===== src/rtl/rom_arbiter_pkg.sv =====
// Shared constants and helpers for the ROM arbiter slice.
package rom_arb_pkg;

  // Read latency of the sprom macro (registered output).
  localparam int ROM_LAT = 1;
  // Cycles from ack to rd_valid.
  localparam int ARB_LAT = 3;
  // Largest requester count the owner-id encoding supports.
  localparam int MAX_REQ = 8;

  // Expand a 3-bit owner id into a one-hot vector of MAX_REQ bits.
  function automatic logic [MAX_REQ-1:0] id_to_onehot(input logic [2:0] id);
    logic [MAX_REQ-1:0] oh;
    oh = {MAX_REQ{1'b0}};
    oh[id] = 1'b1;
    return oh;
  endfunction

endpackage


===== src/rtl/rom_arbiter_if.sv =====
// Requester-side and ROM-side bus of the ROM arbiter.
// The arbiter uses the slave modport; requesters/ROM model use master.
interface rom_arbiter_if #(
  parameter int NUM_REQ = 3,
  parameter int AW      = 15,
  parameter int DW      = 8
);
  import rom_arb_pkg::*;

  logic [NUM_REQ-1:0]    req;
  logic [NUM_REQ*AW-1:0] addr;
  logic [NUM_REQ-1:0]    ack;
  logic [NUM_REQ-1:0]    rd_valid;
  logic [DW-1:0]         rd_data;
  logic                  rom_ena_n;
  logic [AW-1:0]         rom_address;
  logic [DW-1:0]         rom_q;

  modport slave (
    input  req, addr, rom_q,
    output ack, rd_valid, rd_data, rom_ena_n, rom_address
  );

  modport master (
    output req, addr, rom_q,
    input  ack, rd_valid, rd_data, rom_ena_n, rom_address
  );

endinterface


===== src/rtl/rom_arbiter_rr_pick.sv =====
// Combinational round-robin priority encoder: the first requester at or
// after the pointer (wrapping) wins.
module rr_pick
  import rom_arb_pkg::*;
#(
  parameter int N  = 3,
  parameter int IW = 2
) (
  input  logic [N-1:0]  i_mask,
  input  logic [IW-1:0] i_ptr,
  output logic [N-1:0]  o_grant,
  output logic [IW-1:0] o_idx,
  output logic          o_any
);

  logic          w_found;
  logic [IW:0]   w_pos;

  // Scan N positions starting at the pointer and take the first requester.
  always_comb begin
    w_found = 1'b0;
    w_pos   = {(IW+1){1'b0}};
    o_grant = {N{1'b0}};
    o_idx   = {IW{1'b0}};
    for (int k = 0; k < N; k++) begin
      w_pos = {1'b0, i_ptr} + (IW+1)'(k);
      if (w_pos >= (IW+1)'(N)) begin
        w_pos = w_pos - (IW+1)'(N);
      end else begin
        w_pos = w_pos;
      end
      if (!w_found && i_mask[w_pos[IW-1:0]]) begin
        w_found                  = 1'b1;
        o_grant[w_pos[IW-1:0]]   = 1'b1;
        o_idx                    = w_pos[IW-1:0];
      end else begin
        w_found = w_found;
      end
    end
    o_any = w_found;
  end

endmodule


===== src/rtl/rom_arbiter.sv =====
// Shares one synchronous ROM between NUM_REQ requesters: one read per
// cycle, optional fixed priority for requester 0, three-stage owner tracking
// so each read's data returns to the requester that issued it.
module rom_arbiter
  import rom_arb_pkg::*;
#(
  parameter int NUM_REQ = 3,
  parameter int AW      = 15,
  parameter int DW      = 8,
  parameter int PRIO0   = 1
) (
  input  logic         clock,
  input  logic         reset_n,
  rom_arbiter_if.slave bus
);

  localparam int IW = (NUM_REQ > 1) ? $clog2(NUM_REQ) : 1;

  // Arbitration signals
  logic [NUM_REQ-1:0] w_rr_mask;
  logic [NUM_REQ-1:0] w_rr_grant;
  logic [IW-1:0]      w_rr_idx;
  logic               w_rr_any;
  logic               w_prio_hit;
  logic               w_rr_fire;
  logic [NUM_REQ-1:0] w_grant;
  logic [IW-1:0]      w_win_idx;
  logic               w_any_grant;
  logic [IW-1:0]      w_ptr_next;
  logic [AW-1:0]      w_win_addr;

  // Registered state
  logic [IW-1:0]      r_ptr;
  logic               r_s1_v;
  logic [IW-1:0]      r_s1_id;
  logic               r_s2_v;
  logic [IW-1:0]      r_s2_id;
  logic [NUM_REQ-1:0] r_rd_valid;
  logic [DW-1:0]      r_rd_data;
  logic               r_rom_ena_n;
  logic [AW-1:0]      r_rom_address;

  // Requester 0 is taken out of the round-robin pool when it has priority.
  assign w_rr_mask  = (PRIO0 != 0) ? (bus.req & ~NUM_REQ'(1)) : bus.req;
  assign w_prio_hit = (PRIO0 != 0) && bus.req[0];

  rr_pick #(
    .N  (NUM_REQ),
    .IW (IW)
  ) u_rr_pick (
    .i_mask  (w_rr_mask),
    .i_ptr   (r_ptr),
    .o_grant (w_rr_grant),
    .o_idx   (w_rr_idx),
    .o_any   (w_rr_any)
  );

  // Final winner: nothing in reset, then requester-0 override, then round-robin.
  always_comb begin
    w_grant   = {NUM_REQ{1'b0}};
    w_win_idx = {IW{1'b0}};
    if (!reset_n) begin
      w_grant   = {NUM_REQ{1'b0}};
      w_win_idx = {IW{1'b0}};
    end else if (w_prio_hit) begin
      w_grant   = NUM_REQ'(1);
      w_win_idx = {IW{1'b0}};
    end else begin
      w_grant   = w_rr_grant;
      w_win_idx = w_rr_idx;
    end
  end

  assign w_any_grant = |w_grant;
  assign w_rr_fire   = reset_n && !w_prio_hit && w_rr_any;
  assign w_win_addr  = bus.addr[w_win_idx*AW +: AW];

  // Next pointer: slot after the round-robin winner; wraps past requester 0
  // when it is served by the priority path instead.
  always_comb begin
    w_ptr_next = {IW{1'b0}};
    if (w_rr_idx == IW'(NUM_REQ-1)) begin
      w_ptr_next = (PRIO0 != 0) ? IW'(1) : {IW{1'b0}};
    end else begin
      w_ptr_next = w_rr_idx + IW'(1);
    end
  end

  // Round-robin pointer moves only on round-robin grants.
  always_ff @(posedge clock or negedge reset_n) begin
    if (!reset_n) begin
      r_ptr <= {IW{1'b0}};
    end else if (w_rr_fire) begin
      r_ptr <= w_ptr_next;
    end else begin
      r_ptr <= r_ptr;
    end
  end

  // Stage 1: launch the ROM read and record its owner; address holds on idle.
  always_ff @(posedge clock or negedge reset_n) begin
    if (!reset_n) begin
      r_rom_ena_n   <= 1'b1;
      r_rom_address <= {AW{1'b0}};
      r_s1_v        <= 1'b0;
      r_s1_id       <= {IW{1'b0}};
    end else if (w_any_grant) begin
      r_rom_ena_n   <= 1'b0;
      r_rom_address <= w_win_addr;
      r_s1_v        <= 1'b1;
      r_s1_id       <= w_win_idx;
    end else begin
      r_rom_ena_n   <= 1'b1;
      r_rom_address <= r_rom_address;
      r_s1_v        <= 1'b0;
      r_s1_id       <= r_s1_id;
    end
  end

  // Stage 2: owner follows the read while the ROM registers its output.
  always_ff @(posedge clock or negedge reset_n) begin
    if (!reset_n) begin
      r_s2_v  <= 1'b0;
      r_s2_id <= {IW{1'b0}};
    end else begin
      r_s2_v  <= r_s1_v;
      r_s2_id <= r_s1_id;
    end
  end

  // Stage 3: capture ROM data only for tracked reads, so a floating bus is never sampled.
  always_ff @(posedge clock or negedge reset_n) begin
    if (!reset_n) begin
      r_rd_valid <= {NUM_REQ{1'b0}};
      r_rd_data  <= {DW{1'b0}};
    end else if (r_s2_v) begin
      r_rd_valid <= NUM_REQ'(id_to_onehot(3'(r_s2_id)));
      r_rd_data  <= bus.rom_q;
    end else begin
      r_rd_valid <= {NUM_REQ{1'b0}};
      r_rd_data  <= r_rd_data;
    end
  end

  assign bus.ack         = w_grant;
  assign bus.rd_valid    = r_rd_valid;
  assign bus.rd_data     = r_rd_data;
  assign bus.rom_ena_n   = r_rom_ena_n;
  assign bus.rom_address = r_rom_address;

endmodule


===== src/flat_wrapper.sv =====
// flat-port wrapper written by rule: the top's interface ports become plain ports
module rom_arbiter_flat import rom_arb_pkg::*;
#(
  parameter int NUM_REQ = 3,
  parameter int AW      = 15,
  parameter int DW      = 8,
  parameter int PRIO0   = 1
)
  (clock, reset_n, bus_req, bus_addr, bus_rom_q, bus_ack, bus_rd_valid, bus_rd_data, bus_rom_ena_n, bus_rom_address);
  rom_arbiter_if #(.NUM_REQ(NUM_REQ), .AW(AW), .DW(DW)) bus_i ();
  input  logic clock;
  input  logic reset_n;
  input wire logic [$bits(bus_i.req)-1:0] bus_req;
  input wire logic [$bits(bus_i.addr)-1:0] bus_addr;
  input wire logic [$bits(bus_i.rom_q)-1:0] bus_rom_q;
  output wire logic [$bits(bus_i.ack)-1:0] bus_ack;
  output wire logic [$bits(bus_i.rd_valid)-1:0] bus_rd_valid;
  output wire logic [$bits(bus_i.rd_data)-1:0] bus_rd_data;
  output wire logic [$bits(bus_i.rom_ena_n)-1:0] bus_rom_ena_n;
  output wire logic [$bits(bus_i.rom_address)-1:0] bus_rom_address;
  assign bus_i.req = bus_req;
  assign bus_i.addr = bus_addr;
  assign bus_i.rom_q = bus_rom_q;
  assign bus_ack = bus_i.ack;
  assign bus_rd_valid = bus_i.rd_valid;
  assign bus_rd_data = bus_i.rd_data;
  assign bus_rom_ena_n = bus_i.rom_ena_n;
  assign bus_rom_address = bus_i.rom_address;
  rom_arbiter #(.NUM_REQ(NUM_REQ), .AW(AW), .DW(DW), .PRIO0(PRIO0)) u_core (.clock(clock), .reset_n(reset_n), .bus(bus_i));
endmodule

===== config.mk =====
export PLATFORM = sky130hd
export DESIGN_NAME = rom_arbiter_flat
export DESIGN_NICKNAME = d
export VERILOG_FILES = /design/src/rtl/rom_arbiter_pkg.sv /design/src/rtl/rom_arbiter_if.sv /design/src/rtl/rom_arbiter_rr_pick.sv /design/src/rtl/rom_arbiter.sv /design/src/flat_wrapper.sv
export SDC_FILE = /design/constraint.sdc
export NUM_CORES = 1
export LEC_CHECK = 0
export BUFFER_PORTS_ARGS = -buffer_cell sky130_fd_sc_hd__buf_2
export CAP_MARGIN = 20
export CORE_ASPECT_RATIO = 0.75
export CORE_MARGIN = 2
export CORE_UTILIZATION = 46
export DETAILED_ROUTE_END_ITERATION = 16
export PLACE_DENSITY_LB_ADDON = 0.3
export SKIP_LAST_GASP = 1
export SYNTH_ARGS = -nofsm -noshare
export SYNTH_HDL_FRONTEND = slang
export SYNTH_SLANG_ARGS = --single-unit

===== constraint.sdc =====
create_clock -name clock -period 2.7 [get_ports clock]
set_clock_uncertainty 0.05 [all_clocks]
set_input_delay 0.27 -clock clock [delete_from_list [all_inputs] [get_ports clock]]
set_output_delay 0.27 -clock clock [all_outputs]
set_load 0.005 [all_outputs]

Yosys cells after proc, flatten, opt, wreduce, memory -nomap -nowiden:

Index checks and enable logic that the tools add are counted.

* bits in registers: 35
* bits in latches: 0
* RAM bits: 0
* bits in read-only memories: 0
* input port bits: 58
* output and inout bits: 30
* memories: 0

* add/sub/neg operators: 6
* $mul: 1
* divide/modulo/power cells: 0
* order comparisons: 11
* equality and inequality tests: 1
* shifts and indexed selects: 1
* multiplexer cells: 34
* bitwise operators: 2
* reduce and logical (&&, ||, !) cells: 12

Operators by type and width (number)
* $shiftx A45 B7 Y15: 1
* $mux W2: 9
* $mux W3: 6
* $mux W1: 12
* $lt A2 B3 Y1 const B: 3
* $demux W1 S2: 4
* $ge A2 B1 Y1 const B: 4
* $logic_and A1 B1 Y1: 8
* $bmux W1 S2: 3
* $ge A3 B2 Y1 const B: 2
* $mul A2 B4 Y6 const B: 1
* $or A3 B3 Y3: 2
* $sub A2 B2 Y2 const B: 3
* $lt A2 B4 Y1 const B: 1
* $add A2 B1 Y3 const B: 1
* $add A2 B2 Y3 const B: 1
* $logic_not A1 Y1: 3
* $reduce_or A3 Y1: 1
* $add A2 B1 Y2 const B: 1
* $eq A2 B2 Y1 const B: 1
* $ge A2 B2 Y1 const B: 1

Logic depth before layout (Yosys ltp):

Gate-level depths: netlist of run 1.

* word-level depth: 15
* gate-level depth with buffers: 10
* gate-level depth less buffers: 7

Hierarchy:

Synthesis of run 1 repeated with hierarchy kept, for this count alone.

* cell total of the unflattened synthesis: 193
* area total of the unflattened synthesis: 1848.0 um2

By module, submodules not included
* rom_arbiter: times used 1, cells each 152, area an instance 1566.5 um2
* rr_pick: times used 1, cells each 41, area an instance 281.5 um2

Worst setup path after synthesis of run 1:

No wires, ideal clock.

* path kind: register to register
* start point: register u_core.r_ptr[0]
* end point: register u_core.r_rom_address[2], in the netlist u_core.bus.rom_address[2]
* library setup time: 0.079 ns
* data arrival time: 2.081 ns
* data required time: 2.571 ns
* setup slack: 0.489 ns
* stages on the path, launching flop included: 10
* buffers on the path: 3
* clock period less this slack: 2.211 ns
* cells stage by stage: dfrtp_1 inv_1 ha_1 buf_6 o32a_1 o2111a_2 a41oi_2 buf_6 buf_12 mux2i_1

* elaborated cells on any way between the ends: 53
* classes of those cells: 5 x add/sub; 1 x mul; 9 x order compare; 1 x shift; 27 x mux; 2 x bitwise; 8 x reduce/logical

RTL lines
* from (decl): RTL line rom_arbiter.sv:33 `logic [IW-1:0] r_ptr;`
* from (signal assigned): RTL line rom_arbiter.sv:92 `r_ptr <= {IW{1'b0}};`
* from (signal assigned): RTL line rom_arbiter.sv:94 `r_ptr <= w_ptr_next;`
* from (signal assigned): RTL line rom_arbiter.sv:96 `r_ptr <= r_ptr;`
* $add A2 B1 Y3, or another cell as far along: RTL line rom_arbiter_rr_pick.sv:26 `w_pos = {1'b0, i_ptr} + (IW+1)'(k);`
* $ge A3 B2 Y1, or another cell as far along: RTL line rom_arbiter_rr_pick.sv:27 `if (w_pos >= (IW+1)'(N)) begin`
* $mux W2, or another cell as far along: RTL line rom_arbiter_rr_pick.sv:27
* $lt A2 B3 Y1 (implied by the code), or another cell as far along: RTL line rom_arbiter_rr_pick.sv:34 `o_grant[w_pos[IW-1:0]] = 1'b1;`
* $logic_and A1 B1 Y1 (implied by the code), or another cell as far along: RTL line rom_arbiter_rr_pick.sv:34
* $mux W1 (implied by the code), or another cell as far along: RTL line rom_arbiter_rr_pick.sv:34
* $demux W1 S2, or another cell as far along: RTL line rom_arbiter_rr_pick.sv:34
* $or A3 B3 Y3 (no line) or $mux W1 (tied branches)
* $mux W3 or $logic_not A1 Y1 (tied branches): RTL line rom_arbiter_rr_pick.sv:32 `if (!w_found && i_mask[w_pos[IW-1:0]]) begin`
* $or A3 B3 Y3 (no line) or $logic_and A1 B1 Y1 (tied branches)
* $mux W3 (*): RTL line rom_arbiter_rr_pick.sv:32
* $mux W3 (*): RTL line rom_arbiter.sv:65 `end else if (w_prio_hit) begin`
* $mux W3 (*): RTL line rom_arbiter.sv:62 `if (!reset_n) begin`
* $reduce_or A3 Y1 (*): RTL line rom_arbiter.sv:74 `assign w_any_grant = |w_grant;`
* named net u_core.w_any_grant: RTL line rom_arbiter.sv:28 `logic w_any_grant;`
* to (signal assigned): RTL line rom_arbiter.sv:104 `r_rom_address <= {AW{1'b0}};`
* to (signal assigned): RTL line rom_arbiter.sv:109 `r_rom_address <= w_win_addr;`
* to (signal assigned): RTL line rom_arbiter.sv:114 `r_rom_address <= r_rom_address;`
* to (decl): RTL line rom_arbiter.sv:41 `logic [AW-1:0] r_rom_address;`

Mark *: on every way through the listed nets, which the timed path passes. The rest lies on a longest branch. The select of a mux whose other input is x is not followed.
A chain may end at the register's enable or synchronous reset.

Final worst setup path of run 1:

* start point: register u_core.r_ptr[0]
* end point: output port bus_ack[0]

* longest elaborated chain between the ends: 13
* elaborated cells on any way between the ends: 45
* classes of those cells: 5 x add/sub; 9 x order compare; 22 x mux; 2 x bitwise; 7 x reduce/logical

Ends and longest elaborated chain
* $add A2 B1 Y3, or another cell as far along: RTL line rom_arbiter_rr_pick.sv:26
* $ge A3 B2 Y1, or another cell as far along: RTL line rom_arbiter_rr_pick.sv:27
* $mux W2, or another cell as far along: RTL line rom_arbiter_rr_pick.sv:27
* $lt A2 B3 Y1 (implied by the code), or another cell as far along: RTL line rom_arbiter_rr_pick.sv:34
* $logic_and A1 B1 Y1 (implied by the code), or another cell as far along: RTL line rom_arbiter_rr_pick.sv:34
* $mux W1 (implied by the code), or another cell as far along: RTL line rom_arbiter_rr_pick.sv:34
* $demux W1 S2, or another cell as far along: RTL line rom_arbiter_rr_pick.sv:34
* $or A3 B3 Y3 (no line) or $mux W1 (tied branches)
* $mux W3 or $logic_not A1 Y1 (tied branches): RTL line rom_arbiter_rr_pick.sv:32
* $or A3 B3 Y3 (no line) or $logic_and A1 B1 Y1 (tied branches)
* $mux W3 (*): RTL line rom_arbiter_rr_pick.sv:32
* $mux W3 (*): RTL line rom_arbiter.sv:65
* $mux W3 (*): RTL line rom_arbiter.sv:62
* to (decl): RTL line flat_wrapper.sv:16 `output wire logic [$bits(bus_i.ack)-1:0] bus_ack;`

Every way passes the cells marked *; elsewhere a longest branch is shown, timed or not. The select of a mux whose other input is x is not followed.

==> results by group, run 1 <==
Global routing
  • Initial antenna violation count: 0
  • Gr ovfl total: 0
  • Routing usage on met1: 23.5%
  • Vias in the first global route: 1386
  • Gr busiest metal: met2
  • All-Layer GR Usage: 17.8%
  • First-pass GRT wire length: 6310 um
  • M3 GR Usage: 5.95%
  • Largest net degree at the start of global routing: 37
  • M2 GR Usage: 27.6%

Layout
  • Layout Cells excl Fill: 300
  • Fraction of layout cells with a size suffix above 1: 46.9%
  • Fin util: 60.8%
  • Commonest non-fill, non-tap cell in the layout: buf_2
  • Diode count: 0
  • Commonest cells after routing, fill and taps aside: buf_2, dfrtp_1, inv_1
  • Layout area overhead: 29.9%
  • Fin nets: 306

STA
  • Worst relative slew slack: 61.4%
  • Final Hold Viols: 0
  • Final setup viols: 0
  • Least-Margin Pin Slew: 579 ps
  • RSZ-0062 raised after global routing: no
  • PnR worst setup slack: 264 ps
  • Clock period minus worst slack: 2440 ps
  • Setup_tns: 0 ps
  • Ratio of final minimum period to clock period: 90.2%
  • Peak Freq: 411 MHz
  • Max Slew Vio Count: 0

Floorplan
  • FP Rows: 20
  • Core Area: 3980 um2
  • Overall die area: 4580 um2
  • Initial Utilization: 46.9%
  • I/O pins: 88
  • Die Wd: 77.5 um
  • Die Y: 59.1 um

Clock tree
  • H-tree levels: 2
  • Num CTS Buffers: 5
  • # Post-CTS Setup Buffers: 0
  • CTS tree: yes
  • Worst-Skew Late Latency: 280 ps
  • CTS Sinks: 35
  • Max clock buf depth: 2
  • CTS resizes: 0
  • # hold bufs at CTS: 0
  • Root Buffer: clkbuf_8
  • Clock-pin slew on the worst setup and hold paths: 70 ps

Worst setup path
  • CP peak stage delay: 480 ps
  • Critical Path RT: 2380 ps
  • Largest delay contributor family on the critical path: compound AO/OA/AOI/OAI gates
  • Bufs and invs on worst path: 2
  • CP startpoint kind: flop
  • CP endpoint kind: primary output
  • Crit-path cells: inv_1 -> ha_1 -> nand2_1 -> o32a_1 -> o2111a_2 -> nor2_1 -> buf_2
  • Data arrival, critical path: 2120 ps
  • Critical path's slowest cell: ha_1
  • Max FO, Critical Path: 14
  • Crit path kind: reg2out

Place
  • GPL Wtd Cong: 0.813
  • Pre-CTS WS: 275 ps
  • Placed Cells incl. Taps: 292
  • Port bufs: 87
  • Hpwl dp: 2870 um

Route
  • Avg Vias per Cell: 5.12
  • WL final: 3960 um
  • Initial DRC Count: 110
  • DRC errors left: 0
  • Post-DR wirelength/cell: 13.2 um
  • First-pass DRT Iterations: 6
  • Final antenna-violating net count: 0
  • Via Count: 1535

Synthesis
  • Post-synth EDFFs: 0
  • Seq/Total Area, Yosys: 47.0%
  • Netlist cell types: 41
  • Synth async-reset ratio: 100%
  • Synth Flop Type: dfrtp_1
  • Ys Warns: 0
  • Post-Syn Area: 1860 um2
  • Syn nets: 221
  • Syn Area/Cell: 11.7 um2
  • Cell count after synthesis: 159
  • FF+latch count, synth: 35

Run status
  • Status: completed

Power and ir drop
  • VDD IR max: 0.000482 V
  • Static leakage: 1.28 nW
  • Pwr per Cell Area: 1010 nW/um2

Min path
  • Hold Crit Class: in2async

Run
  • Max Cap Viol: 0
## metrics by stage
step                cell area (um2)  total power (W)  hold slack [ps]
finish                         2420          0.00245             23.4
global route                   2420          0.00264             64.8
CTS                            2420          0.00247             40.2
global placement               2300          0.00196              282
floorplan                      1860          0.00167            -75.6
detailed placement             2300          0.00198              303
## sequential cells by signal, indices dropped and copies added (netlist names)
register,cells
u_core.bus.rd_data,8
u_core.bus.rd_valid,3
u_core.bus.rom_address,15
u_core.bus.rom_ena_n,1
u_core.r_ptr,2
u_core.r_s1_id,2
u_core.r_s1_v,1
u_core.r_s2_id,2
u_core.r_s2_v,1
## power by group
part / internal (W) / switching (W)
sequential: 0.000766 / 0.000128
combinational: 0.000536 / 0.000536
clock: 0.000299 / 0.000183
## per-layer routing
metal  wire length [um]  vias to the layer above
li1                   -                      754
met5                  0                        -
met4                 34                        0
met1               1840                      721
met3                251                        5
met2               1840                       55
## kinds of logic after synthesis
family	after synthesis	share of synthesized area (%)
flops	35	47.0
compound gates	33	17.0
mux	23	12.9
buf+inv	34	9.80
fa+ha+maj	4	2.68
simple gates	30	10.6
## synth_stat cells, types with 3 or more instances
cell	number	area, um2
a21oi_1	5	25.0
a222oi_1	15	150
buf_6	4	45.0
ha_1	4	50.1
mux2_2	8	90.1
buf_2	4	20.0
nand2_1	3	11.3
nor2_1	6	22.5
dfrtp_1	34	851
mux2i_1	15	150
nand2b_1	3	18.8
inv_1	21	78.8
## area by class of cell
class                   count  area (um2)
clock buffers               6        82.6
repair buffers             90         470
flip-flops and latches     35         877
inverters                  22        82.6
well taps                  55        68.8
fillers                   348        1560
multi-input cells          90         805
clock inverters             2        35.0
## worst paths after layout
check	cells after the start	start	slack (ps)	end
max in group asynchronous	2	reset_n	2240	u_core.bus.rom_ena_n$_DFF_PN1_
hold / removal	2	reset_n	20	u_core.bus.rd_data[1]$_DFFE_PN0P_
hold reg to reg	0	u_core.r_s1_v$_DFF_PN0_	310	u_core.r_s2_v$_DFF_PN0_
min in group clock	2	bus_rom_q[6]	160	u_core.bus.rd_data[6]$_DFFE_PN0P_
setup / recovery	7	u_core.r_ptr[0]$_DFFE_PN0P_	260	bus_ack[0]
setup reg to reg	6	u_core.r_ptr[0]$_DFFE_PN0P_	260	u_core.bus.rom_address[10]$_DFFE_PN0P_
Note: power is estimated with default switching activity, not from simulation.
==> run 2: changes to the inputs <==
CELL_PAD_IN_SITES_DETAIL_PLACEMENT = 1   (was default)
CELL_PAD_IN_SITES_GLOBAL_PLACEMENT = 2   (was default)
CORE_UTILIZATION = 28   (was 46)
==> run 2 against run 1 <==
Effect of this change: non-clock buffer count up 3; final area up 1.7%; die area up 60%; clock-buffer cell count down 1; worst setup slack worse by 110 ps; clock power down 4.4%; sequential share of layout area down 0.59 points; worst hold slack better by 14 ps; largest power group unchanged.
==> results by group, run 2 (synthesis gave the netlist of run 1 again) <==
Run status
  • Status: completed

Worst setup path
  • Critical Path RT: 2380 ps (about the same)
  • CP startpoint kind: flop
  • Largest delay contributor family on the critical path: adder cells
  • Critical path's slowest cell: ha_1
  • Reg-to-reg startpoint: u_core.r_ptr[0]$_DFFE_PN0P_
  • Crit-path cells: inv_1 -> ha_1 -> or2b_1 -> a21oi_1 -> o21ai_0 -> buf_4 -> a21oi_1 -> buf_2
  • Data arrival, critical path: 2220 ps (+100 ps)
  • Max FO, Critical Path: 14 (unchanged)
  • CP endpoint kind: primary output
  • Crit path kind: reg2out
  • Most common cell on crit path: a21oi_1
  • FF-to-FF path depth: 8 (+2)
  • R2R setup slack: 250 ps (about the same)
  • CP peak stage delay: 520 ps (+40 ps)
  • R2r endpoint: u_core.bus.rom_address[2]$_DFFE_PN0P_
  • Bufs and invs on worst path: 3 (+1)

Min path
  • Hold Crit Class: in2async

Route
  • First-pass DRT Iterations: 6 (unchanged)
  • Avg Vias per Cell: 4.89 (-4.5%)
  • Via Count: 1608 (+4.8%)
  • Final antenna-violating net count: 0 (unchanged)
  • Initial DRC Count: 90 (-18%)
  • WL final: 4950 um (+25%)
  • DRC errors left: 0 (unchanged)
  • Post-DR wirelength/cell: 15.0 um (+14%)

Floorplan
  • I/O pins: 88 (unchanged)
  • FP Rows: 25 (+25%)
  • Overall die area: 7330 um2 (+60%)
  • Initial Utilization: 29.2% (-18 points)
  • Die Wd: 98.2 um (+27%)
  • Die Y: 74.7 um (+26%)
  • Core Area: 6380 um2 (+60%)

Run
  • Max Cap Viol: 0 (unchanged)

Global routing
  • All-Layer GR Usage: 13.8% (-4.0 points)
  • Gr ovfl total: 0 (unchanged)
  • Initial antenna violation count: 0 (unchanged)
  • Vias in the first global route: 1670 (+20%)
  • Largest net degree at the start of global routing: 37 (unchanged)
  • First-pass GRT wire length: 7960 um (+26%)

STA
  • Final setup viols: 0 (unchanged)
  • Clock period minus worst slack: 2540 ps (+109 ps)
  • Least-Margin Pin Slew: 565 ps (-13.6 ps)
  • Max Slew Vio Count: 0 (unchanged)
  • Ratio of final minimum period to clock period: 94.2% (+4.0 points)
  • Final Hold Viols: 0 (unchanged)
  • RSZ-0062 raised after global routing: no
  • Worst relative slew slack: 62.3% (+0.91 points)
  • Peak Freq: 393 MHz (-4.3%)
  • Setup_tns: 0 ps (unchanged)

Place
  • Hpwl dp: 3850 um (+34%)
  • GPL Wtd Cong: 0.786 (-3.3%)
  • Port bufs: 87 (unchanged)
  • Area after DPL: 2350 um2 (+1.8%)

Layout
  • Fill count: 762 (+120%)
  • Commonest non-fill, non-tap cell in the layout: buf_2
  • Layout area overhead: 32.0%
  • Fin nets: 309 (+0.98%)
  • Commonest cells after routing, fill and taps aside: buf_2, dfrtp_1, inv_1
  • Max FFs per register: 15 (unchanged)
  • Post-layout instance area: 2460 um2 (+1.7%)
  • Fraction of layout cells with a size suffix above 1: 48.0% (+1.0 points)
  • Diode count: 0 (unchanged)

Power and ir drop
  • Pwr per Cell Area: 1010 nW/um2 (-0.31%)
  • VDD IR max: 0.000291 V (-40%)
  • Static leakage: 1.29 nW (+0.74%)

Clock tree
  • # hold bufs at CTS: 0 (unchanged)
  • Root Buffer: clkbuf_8
  • Max clock buf depth: 2 (unchanged)
  • CTS Sinks: 35 (unchanged)
  • Worst-Skew Late Latency: 280 ps (about the same)
  • H-tree levels: 2 (unchanged)
  • Num CTS Buffers: 5 (unchanged)
  • Clock-pin slew on the worst setup and hold paths: 70 ps (about the same)
  • CTS tree: yes
-- run 2: cell types whose count changed in the layout (fill, tap and decap cells not counted) --
| cell | delta |
|---|---|
| buf_4 | +4 |
| or3b_4 | +1 |
| clkbuf_8 | -1 |
| clkinv_4 | +1 |
| buf_12 | -1 |
| or3b_1 | -1 |
-- run 2: metal layers --
| layer | global-route usage, % | share of wire, % | vias to the layer above |
|---|---|---|---|
| li1 | - | - | 756 |
| met1 | 17.7 | 44 | 774 |
| met2 | 23.2 | 45 | 74 |
| met3 | 4.27 | 9.6 | 4 |
| met4 | 3.65 | 0.87 | 0 |
| met5 | 0 | 0 | - |
-- run 2: area by class of cell --
cell class	count	area (um2)	area share (%)
Sequential cell	35	877	35.6
Inverter	22	82.6	3.36
Tap cell	81	101	4.12
Multi-Input combinational cell	90	807	32.8
Timing Repair Buffer	93	480	19.5
Clock inverter	3	43.8	1.78
Clock buffer	5	68.8	2.80
-- run 2: where the power goes --
group          internal [W]  total (W)  switching (W)
Combinational      0.000547    0.00112       0.000570
Sequential         0.000766   0.000903       0.000137
Clock              0.000275   0.000460       0.000185
-- run 2: worst max path at each step --
| stage | start | endpoint | slack, ps | cells after the start |
|---|---|---|---|---|
| floorplan | u_core.r_ptr[0]$_DFFE_PN0P_ | u_core.bus.rom_address[2]$_DFFE_PN0P_ | 490 | 9 |
| global placement | u_core.r_ptr[0]$_DFFE_PN0P_ | u_core.bus.rom_address[2]$_DFFE_PN0P_ | 280 | 6 |
| detailed placement | u_core.r_ptr[0]$_DFFE_PN0P_ | u_core.bus.rom_address[2]$_DFFE_PN0P_ | 170 | 6 |
| CTS | u_core.r_ptr[0]$_DFFE_PN0P_ | bus_ack[1] | 130 | 8 |
| global route | u_core.r_ptr[0]$_DFFE_PN0P_ | bus_ack[1] | 3 | 8 |
| finish | u_core.r_ptr[0]$_DFFE_PN0P_ | bus_ack[1] | 160 | 8 |
-- run 2: per-stage QoR --
stage	utilization [%]	cells	hold WS, ps	power [W]	setup WS (ps)
6_report	38.6	329	37.8	0.00248	156
5_1_grt	38.6	329	78.3	0.00269	3.22
4_1_cts	38.5	329	66.3	0.00253	125
3_5_place_dp	36.8	321	293	0.00205	171
3_3_place_gp	36.8	321	284	0.00202	283
2_1_floorplan	-	159	-75.6	0.00167	489
-- run 2: timing repair --
| item | 4_1_cts | 5_1_grt |
|---|---|---|
| setup endpoints to repair | 0 | 1 |
| gates resized for setup | 0 | 1 |
| buffers inserted | 0 | 0 |
-- run 2: worst register-to-register path, stage by stage, from the launching register on --
cell,delay (ps)
dfrtp_1,380
inv_1,90
ha_1,520
or2b_1,270
a21oi_1,120
o21ai_0,160
a41oi_2,230
buf_4,330
mux2i_1,240
==> run 3: changes to the inputs <==
==> constraint.sdc (replaced) <==
create_clock -name clock -period 2.7 [get_ports clock]
set_clock_uncertainty 0.05 [all_clocks]
set_input_delay 0.135 -clock clock [delete_from_list [all_inputs] [get_ports clock]]
set_output_delay 0.135 -clock clock [all_outputs]
set_load 0.005 [all_outputs]
==> run 3 against run 2 <==
Effect of this change: final area grew 0.71%; utilization is 0.27 points higher; critical path type is now reg2reg; critical path depth shrank 2; clock-buffer cell count grew 1; critical endpoint is now u_core.bus.rom_address[10]$_DFFE_PN0P_; maximum frequency increased by 1.6%; worst hold slack worse by 11 ps.
==> results by group, run 3 (synthesis gave the netlist of run 1 again) <==
Run status
  • Status: completed

Worst setup path
  • R2r endpoint: u_core.bus.rom_address[10]$_DFFE_PN0P_
  • FF-to-FF path depth: 6 (-2)
  • R2R setup slack: 200 ps (-50 ps)
  • Critical Path RT: 2800 ps (+420 ps)
  • Reg-to-reg startpoint: u_core.r_ptr[0]$_DFFE_PN0P_
  • Crit path kind: reg2reg
  • Max FO, Critical Path: 17 (+3)
  • Data arrival, critical path: 2600 ps (+380 ps)
  • CP startpoint kind: flop
  • CP endpoint kind: flop

Layout
  • Diode count: 0 (unchanged)
  • Max FFs per register: 15 (unchanged)
  • Fill count: 753 (-1.2%)
  • Layout area overhead: 33.0%
  • Register area: 877 um2 (unchanged)
  • Fraction of layout cells with a size suffix above 1: 47.6% (-0.40 points)
  • Fin nets: 309 (unchanged)
  • Commonest non-fill, non-tap cell in the layout: buf_2
  • Multi-input logic area: 805 um2 (-0.31%)
  • Commonest cells after routing, fill and taps aside: buf_2, dfrtp_1, inv_1

Clock tree
  • Num CTS Buffers: 5 (unchanged)
  • Root Buffer: clkbuf_8
  • H-tree levels: 2 (unchanged)
  • Clock-pin slew on the worst setup and hold paths: 70 ps (about the same)
  • CTS Sinks: 35 (unchanged)
  • Max clock buf depth: 2 (unchanged)
  • Worst-Skew Late Latency: 280 ps (about the same)
  • CTS tree: yes

STA
  • Final Hold Viols: 0 (unchanged)
  • Clock period minus worst slack: 2500 ps (-41.2 ps)
  • Worst relative slew slack: 60.5% (-1.8 points)
  • Hold WS: 26.4 ps (-11.4 ps)
  • Peak Freq: 399 MHz (+1.6%)
  • RSZ-0062 raised after global routing: no
  • Least-Margin Pin Slew: 592 ps (+27.3 ps)
  • Max Slew Vio Count: 0 (unchanged)
  • Final setup viols: 0 (unchanged)
  • Ratio of final minimum period to clock period: 92.7% (-1.5 points)
  • Setup_tns: 0 ps (unchanged)

Place
  • Port bufs: 87 (unchanged)
  • GPL Wtd Cong: 0.749 (-4.7%)
  • Hpwl dp: 3900 um (+1.4%)

Route
  • WL final: 5200 um (+5.0%)
  • Via Count: 1600 (-0.50%)
  • Post-DR wirelength/cell: 15.8 um (+5.0%)
  • Final antenna-violating net count: 0 (unchanged)
  • Avg Vias per Cell: 4.86 (-0.50%)
  • Initial DRC Count: 93 (+3.3%)
  • First-pass DRT Iterations: 5 (-1)
  • DRC errors left: 0 (unchanged)

Power and ir drop
  • Sequential Power Share: 35.8% (-0.6 points)
  • Switching share of power: 35.7% (-0.23 points)
  • Static leakage: 1.30 nW (+0.41%)
  • Internal: 0.00161 W (+1.6%)
  • Pwr per Cell Area: 1010 nW/um2 (+0.54%)
  • Sw power: 0.000897 W (+0.62%)
  • Clock share of power: 19.2% (+0.7 points)
  • Combinational power share: 45.0% (about the same)
  • VDD IR max: 0.000343 V (+18%)

Floorplan
  • FP Rows: 25 (unchanged)
  • Die Y: 74.7 um (unchanged)
  • Overall die area: 7330 um2 (unchanged)
  • Initial Utilization: 29.2% (unchanged)
  • Die Wd: 98.2 um (unchanged)
  • I/O pins: 88 (unchanged)
  • Core Area: 6380 um2 (unchanged)

Global routing
  • Initial antenna violation count: 0 (unchanged)
  • First-pass GRT wire length: 8610 um (+8.2%)
  • Gr ovfl total: 0 (unchanged)
  • Vias in the first global route: 1645 (-1.5%)
  • Largest net degree at the start of global routing: 37 (unchanged)
  • All-Layer GR Usage: 15.0% (+1.2 points)

Min path
  • Hold Crit Class: in2reg
  • Min-Delay Path Depth: 2
  • Min-Delay Endpoint: u_core.bus.rd_data[1]$_DFFE_PN0P_
  • Min-delay src: bus_rom_q[1]

Run
  • Max Cap Viol: 0 (unchanged)
[run 3: worst max-delay path: stages, from the launching register on]
cell	delay, ps
dfrtp_1	380
inv_1	90
ha_1	460
a31oi_1	230
or3b_2	670
a222oi_1	360
mux2i_1	130
[run 3: through the flow]
step                std cells  util (%)  cell area (um2)  power (W)  setup WS, ps
global route              329      38.8             2480    0.00273         0.193
detailed placement        320      36.8             2350    0.00206           160
finish                    329      38.8             2480    0.00251           197
global placement          320      36.8             2350    0.00203           250
floorplan                 159         -             1860    0.00167           489
CTS                       329      38.8             2480    0.00256           153
[run 3: worst max path at each step]
stage	depth (start not counted)	startpoint	slack [ps]	endpoint
detailed placement	6	u_core.r_ptr[0]$_DFFE_PN0P_	160	u_core.bus.rom_address[0]$_DFFE_PN0P_
global placement	6	u_core.r_ptr[0]$_DFFE_PN0P_	250	u_core.bus.rom_address[0]$_DFFE_PN0P_
CTS	6	u_core.r_ptr[0]$_DFFE_PN0P_	150	u_core.bus.rom_address[0]$_DFFE_PN0P_
global route	6	u_core.r_ptr[0]$_DFFE_PN0P_	0.2	u_core.bus.rom_address[10]$_DFFE_PN0P_
floorplan	9	u_core.r_ptr[0]$_DFFE_PN0P_	490	u_core.bus.rom_address[2]$_DFFE_PN0P_
finish	6	u_core.r_ptr[0]$_DFFE_PN0P_	200	u_core.bus.rom_address[10]$_DFFE_PN0P_
[run 3: what timing repair did]
item	CTS	global route
endpoints found under the hold margin	34	0
resized for setup	0	1
buffers inserted	0	0
endpoints found under the setup margin	0	7
hold buffers	1	0
[run 3: power groups by stage]
stage                     registers [W]  logic (W)  clock network [W]
after floorplan                0.000906   0.000760                  0
after global placement         0.000908    0.00112                  0
after detailed placement       0.000907    0.00115                  0
after CTS                      0.000903    0.00115           0.000503
after global routing           0.000939    0.00126           0.000531
final                          0.000898    0.00113           0.000483
[run 3: area by class of cell]
class	count	share of cell area, %
Clock buffer	6	3.33
Clock inverter	2	1.41
Inverter	22	3.33
Multi-Input combinational cell	90	32.5
Sequential cell	35	35.4
Tap cell	81	4.09
Timing Repair Buffer	93	20.0
[run 3: routing by layer]
| metal | vias up | routed length [um] | GRT usage (%) |
|---|---|---|---|
| li1 | 756 | - | - |
| met1 | 763 | 2450 | 20.9 |
| met2 | 75 | 2160 | 21.8 |
| met3 | 6 | 524 | 4.92 |
| met4 | 0 | 69 | 5.94 |
| met5 | - | 0 | 0 |
